[config.mk]
export PLATFORM = sky130hd
export DESIGN_NAME = alu_mul_sequencer
export DESIGN_NICKNAME = d
export VERILOG_FILES = /design/src/rtl/alu_mul_sequencer.sv
export SDC_FILE = /design/constraint.sdc
export NUM_CORES = 1
export LEC_CHECK = 0
export CAP_MARGIN = 20
export CORE_MARGIN = 3
export CORE_UTILIZATION = 27
export DETAILED_ROUTE_END_ITERATION = 8
export PLACE_DENSITY = 0.65
export SLEW_MARGIN = 30
export SYNTH_ARGS = -nofsm -noshare
export SYNTH_HDL_FRONTEND = slang
export SYNTH_SLANG_ARGS = --single-unit
[constraint.sdc]
create_clock -name clk -period 1.5 [get_ports clk]
set_input_delay 0.3 -clock clk [delete_from_list [all_inputs] [get_ports clk]]
set_output_delay 0.3 -clock clk [all_outputs]
set_load 0.1 [all_outputs]
[src/rtl/alu_mul_sequencer.sv]
// Shift-add 8x8 unsigned multiplier that drives an external combinational ALU,
// issuing one ADD or SHR per clock and assembling the 16-bit product {P_hi, Q}.
module alu_mul_sequencer #(
    parameter int         WIDTH  = 8,
    parameter logic [3:0] OP_ADD = 4'b0000,
    parameter logic [3:0] OP_SHR = 4'b0101
) (
    input  logic               clk,
    input  logic               rst_n,
    input  logic               start,
    input  logic [WIDTH-1:0]   A_in,
    input  logic [WIDTH-1:0]   B_in,
    output logic               busy,
    output logic               done,
    output logic [2*WIDTH-1:0] P,
    output logic               ovf,
    output logic               zero,
    output logic               alu_sel,
    output logic [WIDTH-1:0]   alu_a,
    output logic [WIDTH-1:0]   alu_b,
    output logic [3:0]         alu_op,
    input  logic [WIDTH-1:0]   alu_out,
    input  logic [WIDTH-1:0]   alu_flg
);

    typedef enum logic [1:0] {
        IDLE = 2'd0,
        ADD  = 2'd1,
        SHR  = 2'd2,
        DONE = 2'd3
    } state_t;

    state_t            state, state_next;
    logic [WIDTH-1:0]  m;
    logic [WIDTH-1:0]  p_hi;
    logic [WIDTH-1:0]  q;
    logic              c;
    logic [2:0]        cnt;

    // Only the carry flag matters; the remaining ALU flags are deliberately dropped.
    logic unused_flg;
    assign unused_flg = ^alu_flg[WIDTH-1:1];

    assign busy    = (state != IDLE);
    assign done    = (state == DONE);
    assign alu_sel = busy;
    assign P       = {p_hi, q};
    assign ovf     = |p_hi;
    assign zero    = (P == '0);

    always_ff @(posedge clk or negedge rst_n) begin
        if (!rst_n) begin
            state <= IDLE;
        end else begin
            state <= state_next;
        end
    end

    always_comb begin
        state_next = state;
        alu_op     = OP_ADD;
        alu_a      = '0;
        alu_b      = '0;
        case (state)
            IDLE: begin
                if (start) begin
                    state_next = B_in[0] ? ADD : SHR;
                end
            end
            ADD: begin
                alu_a      = p_hi;
                alu_b      = m;
                state_next = SHR;
            end
            SHR: begin
                alu_op = OP_SHR;
                alu_a  = p_hi;
                // q[1] is the multiplier bit that becomes q[0] after this shift.
                if (cnt == 3'd7) begin
                    state_next = DONE;
                end else begin
                    state_next = q[1] ? ADD : SHR;
                end
            end
            DONE: begin
                state_next = IDLE;
            end
            default: begin
                state_next = IDLE;
            end
        endcase
    end

    always_ff @(posedge clk or negedge rst_n) begin
        if (!rst_n) begin
            m    <= '0;
            p_hi <= '0;
            q    <= '0;
            c    <= 1'b0;
            cnt  <= '0;
        end else begin
            case (state)
                IDLE: begin
                    if (start) begin
                        m    <= A_in;
                        q    <= B_in;
                        p_hi <= '0;
                        c    <= 1'b0;
                        cnt  <= '0;
                    end
                end
                ADD: begin
                    p_hi <= alu_out;
                    c    <= alu_flg[0];
                end
                SHR: begin
                    // Carry from the preceding ADD re-enters as the new top bit.
                    p_hi <= {c, alu_out[WIDTH-2:0]};
                    q    <= {p_hi[0], q[WIDTH-1:1]};
                    c    <= 1'b0;
                    if (cnt != 3'd7) begin
                        cnt <= cnt + 3'd1;
                    end
                end
                default: begin
                end
            endcase
        end
    end

endmodule

==> flow_summary.json <==
{
  "placedCellCount": 307,
  "ys_types": 27,
  "drt_iter0_drc": 39,
  "portBuffers": 66,
  "grt_pass1_vias": 1571,
  "setup_viol": 42,
  "worstSkewPairLatency_ns": 0.28,
  "ff2ff_setup_slack_ns": -0.15,
  "wl_mm": 5.14,
  "syn-cell-area_sq_um": 1550,
  "cts.sinks": 30,
  "die_area_sq_um": 6680,
  "postSynthCellCount": 146,
  "n_antenna_cell": 0,
  "cp_data_required_time_ns": 1.20,
  "drive_above_1_share": 0.638,
  "cts.path.max_buffers": 2,
  "cts_hold_buf": 0,
  "grt_setup_unrepaired": "yes",
  "ant_nets": 0,
  "yosys-top-cells-count": "dfrtp_1 (30), nand2_1 (19), and2_1 (16)",
  "synth_edf_count": 0,
  "crit_chain": "inv_2 -> buf_6 -> ha_4 -> buf_6 -> and2_4 -> buf_12",
  "worstPathArrival_ns": 1.52,
  "critPathLaunchType": "register",
  "ys_ff_latch": 30,
  "track_usage": 0.146,
  "violations": "negative setup slack",
  "synthArstFlopShare": 1.00,
  "gr-total-overflow": 0,
  "num_vias": 1532,
  "pin_count": 76,
  "critical_path_class": "register to output pin",
  "r2r_end": "cnt[0]",
  "hold_viol_final": 0,
  "fin_cells": 335,
  "cp_max_fo": 5,
  "fillCellCount": 393,
  "path_common_cell": "buf_6",
  "synthFlopType": "dfrtp_1",
  "max_stage_delay_ns": 0.37,
  "grt_max_degree": 31,
  "worstRegToRegCells": 7,
  "min_period_ns": 1.82,
  "setup_tns_ns": -6.48,
  "period_share": 1.22,
  "drc": 0,
  "cts-root-buf": "clkbuf_8",
  "skew_ns": 0.00797,
  "tritoncts": "done",
  "wl_per_cell_um": 15.3,
  "routabilityCongestion": 0.721,
  "row_count": 26,
  "ys_warn_count": 0,
  "synth_area_per_cell_sq_um": 10.6,
  "yosysTopAreaCell": "dfrtp_1",
  "hp-class": "primary input to asynchronous set/reset pin",
  "outcome": "complete, but fails checks",
  "crit_slowest_cell": "dfrtp_1",
  "synth_most_common_cell": "dfrtp_1",
  "ys_seq_area_frac": 0.485,
  "path_clk_slew_ns": 0.06,
  "synth_top_area_share": 0.485,
  "timing.fmax_mhz": 548,
  "floorplan.initialDensity": 0.290,
  "final_nets": 306,
  "chipHeight_um": 81.7,
  "numCtsBuffers": 5,
  "grt_pass1_wl_mm": 7.45,
  "regArea_sq_um": 773,
  "ys_top_cells_by_area": "dfrtp_1 (48%), and2_1 (6.5%), mux2i_1 (5.8%)",
  "viasPerCell": 4.57,
  "critPathCaptureType": "output pin",
  "antenna_found_initial": 0,
  "drv_slew": 0,
  "reg2reg_from": "state[1]",
  "hold_ws_ns": 0.385,
  "maxCapViolations": 0,
  "dp_slack_ns": -0.122,
  "die_width_um": 81.7,
  "hpwl_mm": 3.43,
  "drt_pass1_iterations": 4,
  "h-tree-depth": 2,
  "worst_slack_ns": -0.324,
  "multi_input_area_sq_um": 971,
  "core_area_sq_um": 5340,
  "syn_to_final_growth_pct": 129
}
[worst max-delay path by stage]
stage                   from  endpoint  slack, ns
floorplan            p_hi[6]      zero      -0.57
global placement    state[0]  alu_b[3]      -0.08
global route         p_hi[6]      zero      -0.38
CTS                  p_hi[6]      zero      -0.32
finish              state[1]  alu_a[6]      -0.32
detailed placement  state[0]  alu_b[5]      -0.12
[area by class of cell]
class,instances,share of cell area
Clock inverter,1,0.00141
Multi-Input combinational cell,101,0.274
Timing Repair Buffer,121,0.451
Tap cell,70,0.0247
Inverter,5,0.00635
Clock buffer,7,0.0244
Sequential cell,30,0.218
[routing by layer]
metal	up-vias	track usage	wire length, um
met5	-	0	0
met4	0	0.0399	29
met3	4	0.0625	351
met2	46	0.237	2690
met1	745	0.176	2070
li1	737	-	-
[cell families (layout without fill, tap and decap cells)]
kind of cell	count (synthesis)	after routing	share of synthesized area
other	1	2	0.00242
adder cells (fa/ha/maj)	7	7	0.0565
AO/OA/AOI/OAI	25	25	0.116
buffers and inverters	16	134	0.0525
multiplexers	18	18	0.125
flip-flops	30	30	0.485
AND/OR/NAND/NOR	49	49	0.163
[critical path: cells and delay by family (launching register included)]
kind	cells	cell delay, ns
fa+ha+maj	1	0.27
buf+inv	4	0.46
simple gates	1	0.15
flops	1	0.37
[flip-flops by register name (all words and copies together) (netlist names)]
register	flops
c	1
cnt	3
m	8
p_hi	8
q	8
state	2
[metrics by stage]
step                      instance area (sq um)  utilization
after floorplan                            1750            -
after global placement                     3050        0.572
after detailed placement                   3050        0.572
after CTS                                  3300        0.619
after global routing                       3540        0.664
final                                      3540        0.664
[placed cells by master, fill, tap and decap left out, drive strengths merged]
cell type	count
clkbuf	7
conb	2
or3	1
mux2	8
clkinv	1
inv	4
a32o	1
a211oi	1
ha	7
o31ai	1
o22ai	1
nand2b	2
a31oi	1
buf	94
o211ai	1
nand2	19
clkinvlp	1
or4b	1
nand3	4
nor4	4
a22o	9
mux2i	10
dfrtp	30
and2	16
o21ai	9
clkdlybuf4s50	27
o211a	1
nor2	2
[what timing repair did]
action | in CTS | in global routing
gates resized for setup | 22 | 45
gates cloned | 1 | 0
pin swaps | 19 | 14
buffers inserted | 11 | 11
endpoints found under the setup margin | 40 | 51
Power is left out: the tool's default activity adds up to more than one toggle a clock period on the data nets, which glitch-free logic cannot reach.
